File: src/rtl/cnn_pkg.sv
`default_nettype none
// ==========================================================================
// cnn_pkg : shared word width, word type and saturation limits for the CNN datapath
// Revision 1.0
// ==========================================================================
package cnn_pkg;

  localparam int CNN_XLEN = 16;

  typedef logic signed [CNN_XLEN-1:0] cnn_word_t;

  localparam cnn_word_t CNN_MAX = {1'b0, {(CNN_XLEN-1){1'b1}}};
  localparam cnn_word_t CNN_MIN = {1'b1, {(CNN_XLEN-1){1'b0}}};

endpackage : cnn_pkg
`default_nettype wire

File: src/rtl/cnn_adder_1bit_full_adder_1b.sv
`default_nettype none
// ==========================================================================
// full_adder_1b : single-bit combinational full adder (ripple-chain cell)
// Revision 1.0
// ==========================================================================
module full_adder_1b (
  input  logic a,
  input  logic b,
  input  logic cin,
  output logic s,
  output logic cout
);

  logic w_p;

  assign w_p  = a ^ b;
  assign s    = w_p ^ cin;
  assign cout = (a & b) | (cin & w_p);

endmodule : full_adder_1b
`default_nettype wire

File: src/rtl/cnn_adder_1bit.sv
`default_nettype none
// ==========================================================================
// cnn_adder_1bit : signed ripple-carry adder with saturation, 1-cycle registered result
// Revision 1.0
// ==========================================================================
module cnn_adder_1bit
  import cnn_pkg::*;
#(
  parameter int XLEN = CNN_XLEN
) (
  input  logic                   clk,
  input  logic                   rst_n,
  input  logic                   in_valid,
  input  logic signed [XLEN-1:0] A,
  input  logic signed [XLEN-1:0] B,
  output logic                   out_valid,
  output logic signed [XLEN-1:0] OUT,
  output logic                   ovf
);

  localparam logic signed [XLEN-1:0] c_sat_max = {1'b0, {(XLEN-1){1'b1}}};
  localparam logic signed [XLEN-1:0] c_sat_min = {1'b1, {(XLEN-1){1'b0}}};

  logic [XLEN:0]            w_carry;
  logic [XLEN-1:0]          w_sum;
  logic                     w_ovf;
  logic signed [XLEN-1:0]   w_sat;

  logic                     r_valid;
  logic signed [XLEN-1:0]   r_out;
  logic                     r_ovf;

  assign w_carry[0] = 1'b0;

  for (genvar gi = 0; gi < XLEN; gi++) begin : g_ripple
    full_adder_1b u_fa (
      .a    (A[gi]),
      .b    (B[gi]),
      .cin  (w_carry[gi]),
      .s    (w_sum[gi]),
      .cout (w_carry[gi+1])
    );
  end

  // Carry into the MSB differing from carry out of it is exactly the case of
  // equal operand signs with a flipped result sign; the result value ignores cout.
  assign w_ovf = w_carry[XLEN-1] ^ w_carry[XLEN];

  always_comb begin
    w_sat = w_sum;
    if (w_ovf) begin
      w_sat = A[XLEN-1] ? c_sat_min : c_sat_max;
    end
  end

  always_ff @(posedge clk) begin
    if (!rst_n) begin
      r_valid <= 1'b0;
      r_out   <= '0;
      r_ovf   <= 1'b0;
    end else begin
      r_valid <= in_valid;
      if (in_valid) begin
        r_out <= w_sat;
        r_ovf <= w_ovf;
      end
    end
  end

  assign out_valid = r_valid;
  assign OUT       = r_out;
  assign ovf       = r_ovf;

endmodule : cnn_adder_1bit
`default_nettype wire

File: config.mk
export PLATFORM = sky130hd
export DESIGN_NAME = cnn_adder_1bit
export DESIGN_NICKNAME = d
export VERILOG_FILES = /design/src/rtl/cnn_pkg.sv /design/src/rtl/cnn_adder_1bit_full_adder_1b.sv /design/src/rtl/cnn_adder_1bit.sv
export SDC_FILE = /design/constraint.sdc
export NUM_CORES = 1
export LEC_CHECK = 0
export ABC_AREA = 1
export CAP_MARGIN = 20
export CORE_ASPECT_RATIO = 1.1
export CORE_MARGIN = 3
export CORE_UTILIZATION = 41
export CTS_CLUSTER_DIAMETER = 120
export DETAILED_ROUTE_END_ITERATION = 8
export PLACE_DENSITY = 0.79
export SLEW_MARGIN = 20
export SYNTH_ARGS = -nofsm -noshare
export SYNTH_HDL_FRONTEND = slang
export SYNTH_SLANG_ARGS = --single-unit
File: constraint.sdc
create_clock -name clk -period 8.3 [get_ports clk]
set_input_delay 1.245 -clock clk [delete_from_list [all_inputs] [get_ports clk]]
set_output_delay 1.245 -clock clk [all_outputs]
set_load 0.02 [all_outputs]
---- After elaboration in Yosys (flattened, before gate mapping) ----
Cells that the tools add are included.
word-level totals
  memories ................................ 0
  input bits .............................. 35
  bits in read-only memories .............. 0
  bits in latches ......................... 0
  output and inout bits ................... 18
  word-level logic and storage cells ...... 83
  bits in writable memories ............... 0
  register bits after elaboration ......... 18
cells by class
  shifts and indexed selects .............. 0
  add/subtract/negate cells ............... 0
  $mul .................................... 0
  divide/modulo/power cells ............... 0
  bitwise gates (word level) .............. 78
  order comparisons ....................... 0
  eq/ne operators ......................... 0
  multiplexer cells ....................... 2
  reduce and logical (&&, ||, !) cells .... 0
operators with widths
  cell                number
  two-way mux 16 bit  2
  XOR 1 bit           32
  bitwise AND 1 bit   31
  bitwise OR 1 bit    15

---- Longest topological paths before layout ----
Gate-level depths: netlist (run 1).
  depth after elaboration ................. 33
  mapped depth ............................ 26
  mapped depth without buffers ............ 25

---- By module ----
From an unflattened synthesis (run 1), not the netlist that was laid out.
unflattened totals
  cells, all modules ...................... 151
  area, all modules ....................... 1191.1 um^2
by module, submodules not included
  module          times used  area an instance (um^2)  sequential area each (um^2)  cells an instance
  cnn_adder_1bit  1           870.8                    360.3                        135
  full_adder_1b   16          20.0                     0.0                          1

---- Worst setup path before layout (run 1) ----
Ideal clock, no wire load.
  path kind ............................... in2reg
  start ................................... input A[0]
  end ..................................... register r_out[6], in the netlist OUT[6]
  slack ................................... 0.564 ns
  data required time ...................... 8.191 ns
  arrival ................................. 7.627 ns
  buffers on the path ..................... 1
  setup time .............................. 0.109 ns
  cell stages on the path ................. 25
  cells stage by stage .................... ha_1 > fa_1 > fa_1 > fa_1 > fa_1 > fa_1 > fa_1 > fa_1 > fa_1 > fa_1 > fa_1 > fa_1 > fa_1 > inv_1 > fa_1 > inv_1 > fa_1 > fa_1 > nand2_2 > nand2_4 > buf_6 > nand2_1 > nand3_1 > nand2_1 > inv_1
between the ends
  cells in the longest elaborated chain, start to end .. 33
  elaborated cells between the ends (all ways) .. 34
  classes of those cells .................. 1 x mux; 33 x bitwise
RTL lines
  element                            RTL line                            source
  start, declared                    cnn_adder_1bit.sv:14                input logic signed [XLEN-1:0] A,
  bitwise AND 1 bit * (2 in series)  cnn_adder_1bit_full_adder_1b.sv:18  assign cout = (a & b) | (cin & w_p);
  bitwise OR 1 bit *                 cnn_adder_1bit_full_adder_1b.sv:18
  bitwise AND 1 bit *                cnn_adder_1bit_full_adder_1b.sv:18
  bitwise OR 1 bit *                 cnn_adder_1bit_full_adder_1b.sv:18
  bitwise AND 1 bit *                cnn_adder_1bit_full_adder_1b.sv:18
  bitwise OR 1 bit *                 cnn_adder_1bit_full_adder_1b.sv:18
  bitwise AND 1 bit *                cnn_adder_1bit_full_adder_1b.sv:18
  bitwise OR 1 bit *                 cnn_adder_1bit_full_adder_1b.sv:18
  [... 16 more ...]                  --
  bitwise AND 1 bit                  cnn_adder_1bit_full_adder_1b.sv:18
  bitwise OR 1 bit                   cnn_adder_1bit_full_adder_1b.sv:18
  bitwise AND 1 bit                  cnn_adder_1bit_full_adder_1b.sv:18
  bitwise OR 1 bit                   cnn_adder_1bit_full_adder_1b.sv:18
  bitwise AND 1 bit                  cnn_adder_1bit_full_adder_1b.sv:18
  bitwise OR 1 bit                   cnn_adder_1bit_full_adder_1b.sv:18
  XOR 1 bit                          cnn_adder_1bit.sv:47                assign w_ovf = w_carry[XLEN-1] ^ w_carry[XLEN];
  two-way mux 16 bit *               cnn_adder_1bit.sv:51                if (w_ovf) begin
  end signal, assigned               cnn_adder_1bit.sv:64                r_out <= w_sat;
  end, declared                      cnn_adder_1bit.sv:30                logic signed [XLEN-1:0] r_out;
Mark *: on every way between the ends. The rest lies on a longest branch, timed or not.
A chain may end at the register's enable or synchronous reset.

---- Worst setup path in the final report (run 1) ----
  start ................................... input A[0]
  end ..................................... register r_out[10], in the netlist OUT[10]
between the ends
  cells in the longest elaborated chain, start to end .. 33
  elaborated cells between the ends (all ways) .. 34
  classes of those cells .................. 1 x mux; 33 x bitwise
RTL lines
  element                            RTL line
  bitwise AND 1 bit * (2 in series)  cnn_adder_1bit_full_adder_1b.sv:18
  bitwise OR 1 bit *                 cnn_adder_1bit_full_adder_1b.sv:18
  bitwise AND 1 bit *                cnn_adder_1bit_full_adder_1b.sv:18
  bitwise OR 1 bit *                 cnn_adder_1bit_full_adder_1b.sv:18
  bitwise AND 1 bit *                cnn_adder_1bit_full_adder_1b.sv:18
  bitwise OR 1 bit *                 cnn_adder_1bit_full_adder_1b.sv:18
  bitwise AND 1 bit *                cnn_adder_1bit_full_adder_1b.sv:18
  bitwise OR 1 bit *                 cnn_adder_1bit_full_adder_1b.sv:18
  [... 16 more ...]                  --
  bitwise AND 1 bit                  cnn_adder_1bit_full_adder_1b.sv:18
  bitwise OR 1 bit                   cnn_adder_1bit_full_adder_1b.sv:18
  bitwise AND 1 bit                  cnn_adder_1bit_full_adder_1b.sv:18
  bitwise OR 1 bit                   cnn_adder_1bit_full_adder_1b.sv:18
  bitwise AND 1 bit                  cnn_adder_1bit_full_adder_1b.sv:18
  bitwise OR 1 bit                   cnn_adder_1bit_full_adder_1b.sv:18
  XOR 1 bit                          cnn_adder_1bit.sv:47
  two-way mux 16 bit *               cnn_adder_1bit.sv:51
Marked as above.

==> out/results.txt, run 1 <==
status - complete, no violations
crit end category - register
clock slew at reported path FFs - 0.11 ns
pre-CTS setup slack - -0.127 ns
largest family of logic cells by synthesized area - simple AND/OR/NAND/NOR gates
post-DP HPWL - 2250 um
cell taking the most area after synthesis - dfxtp_1
synthesized-area fraction occupied by adder cells - 28.1%
Setup CP Type - input pin to register
Clock Latency Late Sink - 0.29 ns
clk root buf - clkbuf_4
PwrDens - 145 nW/um^2
Startpoint Class - input pin
setup repair bufs after CTS - 0
Synth Warn # - 0
# IOs - 53
largest net degree at the start of global routing - 30
Layout area overhead - 50.0%
Hold Crit Depth - 2
worst reg2reg path depth - 4
placed instance count - 226
total CTS buffers - 3
Final GP Congestion - 0.801
Seq/Total Area, Yosys - 30.4%
synthesized instance count - 147
fin crit share - 97.4%
number of library cell types mapped by synthesis - 18
Routed Antenna Nets - 0
Required @ worst endpoint - 8.54 ns
Post-route DRC - 0
worst-margin pin slew - 0.963 ns
Leakage - 0.866 nW
DR vias/cell - 4.74
Die Ht - 62.4 um
Final Skew - 0 ns
switching share of power - 33.4%
count of final setup violators - 0
crit path DAT - 8.33 ns
Logic pwr share - 40.0%
synthesized area per cell - 8.07 um^2
Final min period - 8.09 ns
total grt overflow - 0
Synth Area in XOR/XNOR - 0%
Final Max Slew Viols - 0
Starting Density - 45.0%
core box area - 2640 um^2
Synth Area in Compound Gates - 1.48%
P_int - 0.000172 W
layout cells sized above 1 - 6.53%
Switch Pwr - 0.0000862 W
Die X - 57.3 um
Clock power frac - 21.2%
vias in the first global route - 1045
synthesized cell area - 1190 um^2
unrepaired setup endpoints after global routing - no
CTS tree - done
fin nets - 252
fin area - 1780 um^2
initial antenna violation count - 0
starting DRC count in detailed routing - 36
Synth Area in Simple Gates - 30.3%
Vias - 1091
CP Max Fanout - 16
total nets after synthesis - 199
relative slew slack - 35.6%
CTS Buffer Depth - 2
PnR worst setup slack - 0.212 ns
std cell rows - 19
top cell type's share of synthesized area - 30.4%
Post-Route WL - 2940 um
port bufs - 52
Max IR drop VDD - 98.4 uV
gr usage total - 15.7%
die area - 3580 um^2
First-pass DRT Iterations - 4
# diodes - 0
first-pass GRT wire length - 4400 um
final hold viol count - 0
Synth area leaders - dfxtp_1 30%, fa_1 27%, nand2_1 15%, inv_1 6.3%, nand3_1 6.3%
CTS sink count - 18
Routed wire per std cell - 12.8 um
#FFs+latches synth - 18
mux cell area share after synthesis - 0%
Finished Layout Cells - 230
CTS H-Tree Depth - 1
Total Power - 0.000258 W
Fmax - 124 MHz
dpl cell area - 1720 um^2
Max-Cap Viols - 0
post-cts repair resize count - 0
part of the power in registers - 38.8%
Post-CTS Hold Buffers - 0
worst hold path class - register to register
[worst paths after layout]
path	start	slack (ns)	endpoint
setup / recovery	A[0]	0.21	OUT[10]
hold / removal	ovf	0.50	ovf
setup reg to reg	OUT[10]	7.59	OUT[10]
hold reg to reg	ovf	0.50	ovf
[stage by stage]
stage                     setup TNS [ns]  utilization, %  hold slack, ns
after CTS                              0            66.5           0.504
after floorplan                        0               -           0.593
after global routing                   0            67.4           0.547
after global placement           -0.0261            65.1           0.464
final                                  0            67.4           0.503
after detailed placement           -1.16            65.1           0.479
[area by class of cell]
class                   instances  area (um^2)
multi-input cells             102          733
well taps                      31         38.8
repair buffers                 53          528
flip-flops and latches         18          360
inverters                      22         82.6
clock buffers                   4         36.3
fillers                       226          860
[Yosys cell counts, drive strengths merged]
library cell	n
dfxtp	18
nand2	49
nand4	1
o211ai	1
nand3	16
a21oi	1
ha	1
o21ai	1
buf	5
inv	22
fa	16
nor2	16
[sequential cells by signal, summed over array words and instances, names as in the netlist]
signal	cells
OUT	16
ovf	1
out_valid	1
[routing by layer]
metal | global-route usage (%) | up-vias | wire length [um]
met1 | 18.0 | 509 | 1200
met2 | 28.6 | 36 | 1550
met4 | 6.96 | 0 | 54
met3 | 1.65 | 4 | 140
met5 | 0 | - | 0
li1 | - | 542 | -
[critical path: stages]
cell and delay (ns):
clkdlybuf4s50_1 0.40, ha_1 0.21, fa_1 0.38, fa_1 0.38, fa_1 0.38, fa_1 0.38
fa_1 0.39, fa_1 0.46, fa_1 0.41, fa_1 0.39, fa_1 0.39, fa_1 0.39
fa_1 0.39, fa_1 0.36, inv_1 0.07, fa_1 0.16, inv_1 0.05, fa_1 0.40
fa_2 0.40, inv_2 0.09, nand2_4 0.10, nand2_8 0.12, nand3_1 0.10, nand2_1 0.11
nand2_1 0.07, nand2_1 0.08
[power groups by stage]
stage	logic (W)	registers (W)	clock network [W]
floorplan	0.0000443	0.000112	0
global placement	0.0000983	0.000102	0
detailed placement	0.0000999	0.000102	0
CTS	0.000100	0.000100	0.0000542
global route	0.000114	0.000101	0.0000589
finish	0.000103	0.000100	0.0000548
[logic make-up after synthesis]
family,Yosys count
DFF,18
and+or+nand+nor,82
buffers and inverters,27
adders and majority gates,17
AOI/OAI and AO/OA,3
[placed cells by master, fill, tap and decap left out, types with 2 or more instances in the layout]
master and n:
clkdlybuf4s50_1 52, nand2_1 46, inv_1 20, dfxtp_1 18
nor2_1 16, nand3_1 15, fa_1 15, clkbuf_4 3
inv_2 2, nand2_4 2
(Power assumes the default switching activity.)
==> inputs of run 2 (changes only) <==
- PLACE_DENSITY: 0.79 -> unset
- PLACE_DENSITY_LB_ADDON: unset -> 0.15
==> run 2 against run 1 <==
  * Via count fell by 1.1%
  * Routed wire length fell by 13%
  * Clock skew is the same
  * Combinational power decreased by 5%
  * Highest routed layer unchanged
==> out/results.txt, run 2 (synthesis gave the netlist of run 1 again) <==
Crit path buffers/inverters - 4 (unchanged)
CTS sink count - 18 (unchanged)
PwrDens - 143 nW/um^2 (-1.6%)
relative slew slack - 72.1% (+37 points)
CP Max Fanout - 16 (unchanged)
Post-CTS Hold Buffers - 0 (unchanged)
First-pass DRT Iterations - 4 (unchanged)
total CTS buffers - 3 (unchanged)
fin nets - 253 (+0.40%)
first-pass GRT wire length - 4260 um (-3.0%)
worst-margin pin slew - 0.417 ns (-0.547 ns)
Die X - 57.3 um (unchanged)
CTS H-Tree Depth - 1 (unchanged)
Finished Layout Cells - 231 (+0.43%)
die area - 3580 um^2 (unchanged)
count of final setup violators - 0 (unchanged)
Final GP Congestion - 0.765 (-4.6%)
post-cts repair resize count - 0 (unchanged)
std cell rows - 19 (unchanged)
Final Max Slew Viols - 0 (unchanged)
pre-CTS setup slack - -0.0537 ns (+0.0728 ns)
Vias - 1079 (-1.1%)
final hold viol count - 0 (unchanged)
clk root buf - clkbuf_4
DR vias/cell - 4.67 (-1.5%)
Routed wire per std cell - 11.1 um (-13%)
Startpoint Class - input pin
Routed Antenna Nets - 0 (unchanged)
Fillers - 219 (-3.1%)
Layout area overhead - 48.6%
Min Hold Slack - 0.490 ns (-0.0132 ns)
CTS Buffer Depth - 2 (unchanged)
area occupied by multi-input gates - 709 um^2 (-3.2%)
flip-flop and latch area - 360 um^2 (unchanged)
CTS tree - done
placed instance count - 227 (+0.44%)
Final Skew - 0 ns (unchanged)
# diodes - 0 (unchanged)
Leakage - 0.866 nW (about the same)
CP delay by family, top - adder cells
clock slew at reported path FFs - 0.11 ns (about the same)
layout cells sized above 1 - 6.50% (-0.033 points)
crit end category - register
largest net degree at the start of global routing - 30 (unchanged)
gr usage total - 15.0% (-0.67 points)
Setup CP Type - input pin to register
status - complete, no violations
Post-Route WL - 2580 um (-13%)
unrepaired setup endpoints after global routing - no
Max-Cap Viols - 0 (unchanged)
Slowest-stage cell, CP - fa_1
Fmax - 124 MHz (+0.66%)
starting DRC count in detailed routing - 22 (-39%)
port bufs - 52 (unchanged)
Post-route DRC - 0 (unchanged)
PnR worst setup slack - 0.265 ns (+0.0529 ns)
Starting Density - 45.0% (unchanged)
# IOs - 53 (unchanged)
Required @ worst endpoint - 8.50 ns (-0.04 ns)
setup repair bufs after CTS - 0 (unchanged)
Clock Latency Late Sink - 0.29 ns (about the same)
vias in the first global route - 1031 (-1.3%)
commonest non-fill, non-tap cell in the layout - clkdlybuf4s50_1
worst hold path class - register to register
Final min period - 8.04 ns (-0.0529 ns)
post-DP HPWL - 2110 um (-6.2%)
Critical Path Most Common Cell - fa_1
initial antenna violation count - 0 (unchanged)
Max IR drop VDD - 93.1 uV (-5.4%)
core box area - 2640 um^2 (unchanged)
commonest non-fill, non-tap cells in the layout - 52 x clkdlybuf4s50_1, 46 x nand2_1, 20 x inv_1
fin crit share - 96.8% (-0.64 points)
max reg flops - 16 (unchanged)
crit path DAT - 8.24 ns (-0.09 ns)
Die Ht - 62.4 um (unchanged)
total grt overflow - 0 (unchanged)
CP max stage delay - 0.43 ns (-0.03 ns)
-- run 2: worst paths after layout --
kind	to	slack (ns)	depth (start not counted)	startpoint
worst max-delay path	OUT[4]	0.26	25	A[0]
worst min-delay path	ovf	0.49	2	ovf
worst max register to register	OUT[13]	7.64	4	OUT[13]
worst min register to register	ovf	0.49	2	ovf
-- run 2: cell type report --
| type | count | share of cell area [%] |
|---|---|---|
| Timing Repair Buffer | 54 | 30.4 |
| Clock buffer | 4 | 2.06 |
| Tap cell | 31 | 2.20 |
| Inverter | 22 | 4.68 |
| Multi-Input combinational cell | 102 | 40.2 |
| Sequential cell | 18 | 20.4 |
-- run 2: per-layer routing --
metal	wire length, um	up-vias	GRT usage, %
li1	-	541	-
met1	990	509	16.6
met4	21	0	5.22
met2	1430	27	28.3
met5	0	-	0
met3	132	2	2.27
-- run 2: power breakdown --
group / switching [W] / total [W] / internal, W
Clock: 0.0000269 / 0.0000536 / 0.0000267
Combinational: 0.0000496 / 0.0000983 / 0.0000487
Sequential: 0.00000456 / 0.0000998 / 0.0000952
-- run 2: worst reg2reg max path, delay by kind of cell (launching register included) --
kind          cells  cell delay, ns
flops             1            0.33
buf+inv           1            0.04
simple gates      3            0.20
-- run 2: through the flow --
step                TNS, ns  power, W  utilization [%]  cell area (um^2)
floorplan                 0  0.000156                -              1190
finish                    0  0.000252             66.8              1760
detailed placement   -0.449  0.000201             65.4              1730
global placement          0  0.000199             65.4              1730
CTS                       0  0.000254             66.8              1760
global route              0  0.000269             66.8              1760
==> inputs of run 3 (changes only) <==
- SLEW_MARGIN: 20 -> 25
==> results of run 3 <==
Same layout as run 2: the final DEF is identical, and so are final timing and power.
